File: src/rtl/arith_pkg.sv
// Shared arithmetic-library definitions: FSM state encoding and a width helper.
package arith_pkg;

  typedef enum logic {
    IDLE = 1'b0,
    RUN  = 1'b1
  } state_t;

  // Ceiling log2; returns 0 for v <= 1.
  function automatic int unsigned clog2(input int unsigned v);
    int unsigned r;
    r = 0;
    while ((32'd1 << r) < v) r++;
    return r;
  endfunction

endpackage

File: src/rtl/full_sub.sv
// 1-bit full subtractor built from two half-subtractor stages and an OR.
module full_sub (
  input  logic a,
  input  logic b,
  input  logic bin,
  output logic diff,
  output logic bout
);

  logic d1, b1, b2;

  assign d1   = a ^ b;
  assign b1   = ~a & b;
  assign diff = d1 ^ bin;
  assign b2   = ~d1 & bin;
  assign bout = b1 | b2;

endmodule

File: src/rtl/serial_sub.sv
// Digit-serial subtractor: a - b - bin over WIDTH bits, DIGIT bits per clock,
// LSB first, with start/busy/done handshake and registered result flags.
module serial_sub
  import arith_pkg::*;
#(
  parameter int WIDTH = 8,
  parameter int DIGIT = 1
) (
  input  logic             clk,
  input  logic             rst,
  input  logic             start,
  input  logic [WIDTH-1:0] a,
  input  logic [WIDTH-1:0] b,
  input  logic             bin,
  output logic             busy,
  output logic             done,
  output logic [WIDTH-1:0] diff,
  output logic             bout,
  output logic             zero
);

  localparam int N  = WIDTH / DIGIT;
  localparam int CW = (clog2(N) < 1) ? 1 : int'(clog2(N));

  state_t           state, nstate;
  logic [WIDTH-1:0] ra, rb, rd;
  logic [WIDTH-1:0] na, nb, nd;
  logic [DIGIT-1:0] dd;
  logic [DIGIT:0]   bc;
  logic             br;
  logic [CW-1:0]    cnt;
  logic             accept, last;

  assign accept = (state == IDLE) && start;
  assign last   = (state == RUN) && (cnt == CW'(N - 1));
  assign busy   = (state == RUN);
  assign diff   = rd;

  // Borrow ripples through DIGIT chained full subtractors.
  assign bc[0] = br;
  for (genvar i = 0; i < DIGIT; i++) begin : g_slice
    full_sub u_fs (
      .a    (ra[i]),
      .b    (rb[i]),
      .bin  (bc[i]),
      .diff (dd[i]),
      .bout (bc[i+1])
    );
  end

  // Separate full-width case avoids an empty slice when one digit covers the word.
  if (DIGIT < WIDTH) begin : g_shift
    assign na = {{DIGIT{1'b0}}, ra[WIDTH-1:DIGIT]};
    assign nb = {{DIGIT{1'b0}}, rb[WIDTH-1:DIGIT]};
    assign nd = {dd, rd[WIDTH-1:DIGIT]};
  end else begin : g_full
    assign na = '0;
    assign nb = '0;
    assign nd = dd;
  end

  always_ff @(posedge clk or posedge rst) begin
    if (rst) state <= IDLE;
    else     state <= nstate;
  end

  always_comb begin
    nstate = state;
    case (state)
      IDLE:    if (start) nstate = RUN;
      RUN:     if (last)  nstate = IDLE;
      default: nstate = IDLE;
    endcase
  end

  always_ff @(posedge clk or posedge rst) begin
    if (rst) begin
      ra   <= '0;
      rb   <= '0;
      rd   <= '0;
      br   <= 1'b0;
      cnt  <= '0;
      done <= 1'b0;
      bout <= 1'b0;
      zero <= 1'b0;
    end else begin
      done <= last;
      if (accept) begin
        ra  <= a;
        rb  <= b;
        br  <= bin;
        cnt <= '0;
      end else if (state == RUN) begin
        ra  <= na;
        rb  <= nb;
        rd  <= nd;
        br  <= bc[DIGIT];
        cnt <= cnt + 1'b1;
        if (last) begin
          bout <= bc[DIGIT];
          zero <= (nd == '0);
        end
      end
    end
  end

endmodule

File: config.mk
export PLATFORM = sky130hd
export DESIGN_NAME = serial_sub
export DESIGN_NICKNAME = d
export VERILOG_FILES = /design/src/rtl/arith_pkg.sv /design/src/rtl/full_sub.sv /design/src/rtl/serial_sub.sv
export SDC_FILE = /design/constraint.sdc
export NUM_CORES = 1
export LEC_CHECK = 0
export CAP_MARGIN = 20
export CORE_UTILIZATION = 44
export DETAILED_ROUTE_END_ITERATION = 10
export HOLD_SLACK_MARGIN = 0.1
export PLACE_DENSITY = 0.77
export SYNTH_ARGS = -nofsm -noshare
export SYNTH_HDL_FRONTEND = slang
export SYNTH_SLANG_ARGS = --single-unit
File: constraint.sdc
create_clock -name clk -period 1.5 [get_ports clk]
set_clock_uncertainty 0.2 [all_clocks]
set_input_delay 0.375 -clock clk [delete_from_list [all_inputs] [get_ports clk]]
set_output_delay 0.375 -clock clk [all_outputs]
set_load 0.01 [all_outputs]
==> impl_metrics.tcl <==
set metrics [dict create \
    status "finished with violations" \
    failed_checks "negative setup slack" \
    path_clk_slew_ps 100 \
    core_area_um2 3050 \
    crit_type "reg -> reg" \
    viasPerCell 4.82 \
    cts_max_path_buffers 2 \
    timing.hold.ws_ps 169 \
    design.final.nets 191 \
    post-place-cells 198 \
    syn_inst 116 \
    grt_pass1_vias 983 \
    synth.largest_area_cell "dfrtp_1" \
    setup_viol 2 \
    worst-r2r-setup-slack_ps -50 \
    period_share 1.03 \
    ant_nets 0 \
    seq_area_frac_synth 0.564 \
    synth_top_area_share 0.564 \
    grt_pass1_wl_um 4230 \
    maxSlewViolCount 0 \
    wl_per_cell_um 12.0 \
    overflow 0 \
    fill_cells 255 \
    cts_buffers 5 \
    finalHoldViolCount 0 \
    slew_headroom 0.741 \
    synth_cell_types 23 \
    worstReg2RegStart "rb[0]" \
    grt_max_degree 49 \
    rr_worst_depth 4 \
    worstHoldPathType "in -> async" \
    worstMarginPinSlew_ps 385 \
    grt_setup_unrepaired "yes" \
    ctsHtreeMaxLevel 2 \
    multi_input_area_um2 563 \
    ir_drop_mv 0.994 \
    ctsHoldBuffers 0 \
    tritoncts "done" \
    clock_latency_ps 340 \
    syn_to_final_growth_pct 36.9 \
    antenna_cells 0 \
    netlist_area_um2 1420 \
    cts_root_buf "clkbuf_4" \
    drt-total-wl_um 2550 \
    yosys_warnings 0 \
    setup_tns_ps -63.4 \
    startpoint_type "register" \
    cts_sinks 32 \
    gp_congestion 0.650 \
    drtIter0Drc 24 \
    worst_slack_ps -50.2 \
    dpl_worst_slack_ps -202 \
    antenna_found_initial 0 \
    ys_top_cells_by_area "dfrtp_1, mux2i_1, o21ai_1" \
    leakage_nw 0.949 \
    layout_common_cells "dfrtp_1, mux2i_1, clkdlybuf4s50_1, buf_4, nand2_1" \
    dr_total_vias 1026 \
    port_buffers 31 \
    synth-seq-cells 32 \
    synth_nets 139 \
    cp_data_required_time_ps 1520 \
    track_usage 0.175 \
    worstPathMaxFanout 2 \
    row_count 20 \
    place_hpwl_um 1790 \
    period_needed_ps 1550 \
    remaining_drc_errors 0 \
    regArea_um2 801 \
    ios 32 \
    start_util 0.465 \
    cellPowerDensity_nw_per_um2 1920 \
    layout-drive-gt1-share 0.308 \
    dieArea_um2 3460 \
    finalNonFillerCells 213 \
    synth.avg_cell_area_um2 12.2 \
    max-cap-violations 0 \
    max_freq_ghz 0.645 \
    setup.worst_path.end_class "register" \
    final_common_cell "dfrtp_1" \
    first_pass_iters 4 \
    regToRegEndpoint "zero" \
    worst_ep_arrival_time_ps 1570 \
    die_w_um 58.8 \
    die_h_um 58.8 \
    finalPower_mw 3.73 \
]
==> stage by stage <==
step	area [um^2]	utilization
after floorplan	1420	-
after global placement	1860	0.608
after detailed placement	1860	0.608
after CTS	1920	0.628
after global routing	1940	0.636
final	1940	0.636
==> worst max-delay path, cell delays in order, from the launching register on <==
cell and delay, ps:
dfrtp_1 370, inv_2 40, fa_1 570, nor4_2 50
a31o_1 200
==> layout make-up <==
| type | count | area share |
|---|---|---|
| Inverter | 4 | 0.00773 |
| Timing Repair Buffer | 52 | 0.223 |
| Clock inverter | 2 | 0.0180 |
| Clock buffer | 6 | 0.0212 |
| Sequential cell | 32 | 0.412 |
| Multi-Input combinational cell | 73 | 0.290 |
| Tap cell | 44 | 0.0283 |
==> worst max path at each step <==
stage,startpoint,endpoint,slack [ps],depth (start not counted)
detailed placement,start,rb[6],-200,4
global placement,start,ra[0],-170,4
floorplan,cnt[0],zero,40,4
finish,rb[0],zero,-50,4
CTS,rb[0],diff[7],-50,3
global route,rb[0],zero,-90,4
==> report_power, final <==
| part | internal (mW) | switching [mW] | leakage [nW] |
|---|---|---|---|
| registers | 1.23 | 0.187 | 0.404 |
| clock network | 0.349 | 0.287 | 0.0422 |
| logic | 0.927 | 0.747 | 0.503 |
| total | 2.51 | 1.22 | 0.949 |
==> Yosys cell counts <==
cell type / count
a31o_1: 1
nand2_1: 15
mux2i_1: 19
dfrtp_1: 32
ha_1: 2
buf_4: 4
and2_1: 1
a22o_1: 1
buf_6: 2
mux2_1: 3
a21oi_1: 2
inv_1: 4
a21boi_1: 1
buf_2: 1
nand2b_1: 1
nor2_2: 1
mux2_4: 1
fa_1: 1
o21ai_1: 14
mux2_2: 5
nor2_1: 2
nor4_1: 2
o21ai_0: 1
==> per-layer routing <==
metal / GRT usage / vias to the layer above / share of wire
li1: - / 506 / -
met4: 0.133 / 0 / 0.030
met3: 0.0505 / 7 / 0.046
met1: 0.204 / 494 / 0.44
met5: 0 / - / 0
met2: 0.271 / 19 / 0.48
==> timing repair <==
action	4_1_cts	5_1_grt
pin swaps	0	0
resized for setup	50	3
buffers inserted	5	2
setup endpoints to repair	14	3
==> kinds of logic (layout without fill, tap and decap cells) <==
group                    Yosys count  in the layout  share of synthesized area
flip-flops                        32             32                      0.564
adder cells (fa/ha/maj)            3              3                     0.0317
AO/OA/AOI/OAI                     20             20                     0.0776
AND/OR/NAND/NOR                   22             22                     0.0670
multiplexers                      28             28                      0.208
buffers and inverters             11             64                     0.0511
==> state kept, by name (all words and copies together), names as in the netlist <==
register / cells
busy: 1
br: 1
ra: 8
done: 1
zero: 1
bout: 1
diff: 8
rb: 8
cnt: 3
(Power assumes the default switching activity.)
==> patch (config.mk and constraints unchanged) <==
The output `done` loses its register stage (`done` becomes a continuous assignment). Comments in the files are not updated.
--- a/src/rtl/serial_sub.sv
+++ b/src/rtl/serial_sub.sv
@@ -82,3 +82,2 @@
       cnt  <= '0;
-      done <= 1'b0;
       bout <= 1'b0;
@@ -86,3 +85,2 @@
     end else begin
-      done <= last;
       if (accept) begin
@@ -106,2 +104,4 @@
 
+  assign done = last;
+
 endmodule
Formal check against the unedited RTL: not equivalent (Yosys sat finds a counterexample within 10 cycles, from zero or initial values and one cycle with rst high).
==> patch against the original RTL <==
- the flow still finishes with violations (negative setup slack)
- highest routed layer unchanged
- total power up 2.9%
- core utilization increased by 1.3 points
- wire length shrank 2.1%
- sequential cell count fell by 1
- clock power increased by 5.7%
- setup slack got worse by 340 ps
- cell count is the same
- largest power group unchanged
- synthesized area shrank 1.8%
- cell area increased by 1.2%
==> patch: results (changes against the original RTL) <==
Worst hold slack: 170 ps (was 169 ps)
Vias: 1014 (was 1026)
Fraction of layout cells with a size suffix above 1: 33.1% (was 30.8%)
Final setup fails: 7 (was 2)
Post-DP Area: 1840 µm² (was 1860 µm²)
First-pass GRT wire length: 4220 µm (was 4230 µm)
WL final: 2500 µm (was 2550 µm)
Net Count, Synth: 138 (was 139)
Status: finished with violations (unchanged)
Placed Cells: 197 (was 198)
IO buf count: 31 (unchanged)
Peak VDD IR: 940 µV (was 994 µV)
CP max-delay cell: dfrtp_1 (was fa_1)
CP peak stage delay: 390 ps (was 570 ps)
Gp weighted congestion: 0.755 (was 0.650)
Starting DRT DRC Count: 19 (was 24)
Largest cells by area after synthesis: dfrtp_1, mux2i_1, o21ai_1, mux2_2, nand2_1 (unchanged)
Most instantiated cells after synthesis: dfrtp_1, mux2i_1, nand2_1, o21ai_1, mux2_2 (unchanged)
Largest net degree at the start of global routing: 46 (was 49)
Setup TNS: -512 ps (was -63.4 ps)
DPL Wire Length: 1650 µm (was 1790 µm)
Total Routing Usage GR: 17.0% (was 17.5%)
Failing checks: negative setup slack (unchanged)
Leakage power: 0.000948 µW (was 0.000949 µW)
Slack of the critical path: -394 ps (was -50.2 ps)
CP arrival: 1320 ps (was 1570 ps)
patch: critical path: cells and delay by family (launching register included):
kind,cells,cell delay (ps)
adders and majority gates,2,350
buffers and inverters,1,110
DFF,1,390
and+or+nand+nor,1,130
patch: report_power, final:
group          total [µW]  switching [µW]  leakage [µW]  internal, µW
Combinational        1780             780      0.000510           999
Clock                 673             280     0.0000482           394
Sequential           1380             187      0.000390          1200
Total                3840            1250      0.000948          2590
patch: kinds of logic (layout without fill, tap and decap cells):
family | Yosys count | after routing | synth area share (%)
compound gates | 20 | 20 | 7.90
simple gates | 22 | 22 | 6.82
fa+ha+maj | 3 | 3 | 3.23
mux | 28 | 28 | 21.2
flops | 31 | 31 | 55.7
buf+inv | 11 | 65 | 5.21
patch: worst paths after layout:
check	depth (start not counted)	startpoint	to
min in group clk	1	diff[0]	diff[0]
max in group asynchronous	3	rst	diff[6]
worst max-delay path	4	cnt[0]	done
worst max register to register	4	rb[0]	zero
worst min register to register	1	diff[0]	diff[0]
worst min-delay path	3	rst	rb[7]
patch: metal layers:
metal  track usage (%)  vias up  share of wire [%]
li1                  -      505                  -
met1              20.4      466                 46
met2              27.4       36                 46
met3              5.13        7                6.3
met4              9.18        0                2.1
met5                 0        -                  0
patch: timing repair:
item	CTS	global route
setup endpoints to repair	15	10
gates resized for setup	56	2
setup buffers	4	4
hold endpoints to repair	0	0
hold buffers	0	0
pin swaps	4	3
patch: area by class of cell:
class                           count  area [µm²]
Clock inverter                      2        35.0
Tap cell                           44        55.1
Inverter                            4        15.0
Fill cell                         246        1060
Clock buffer                        6        51.3
Sequential cell                    31         776
Timing Repair Buffer               53         460
Multi-Input combinational cell     73         573
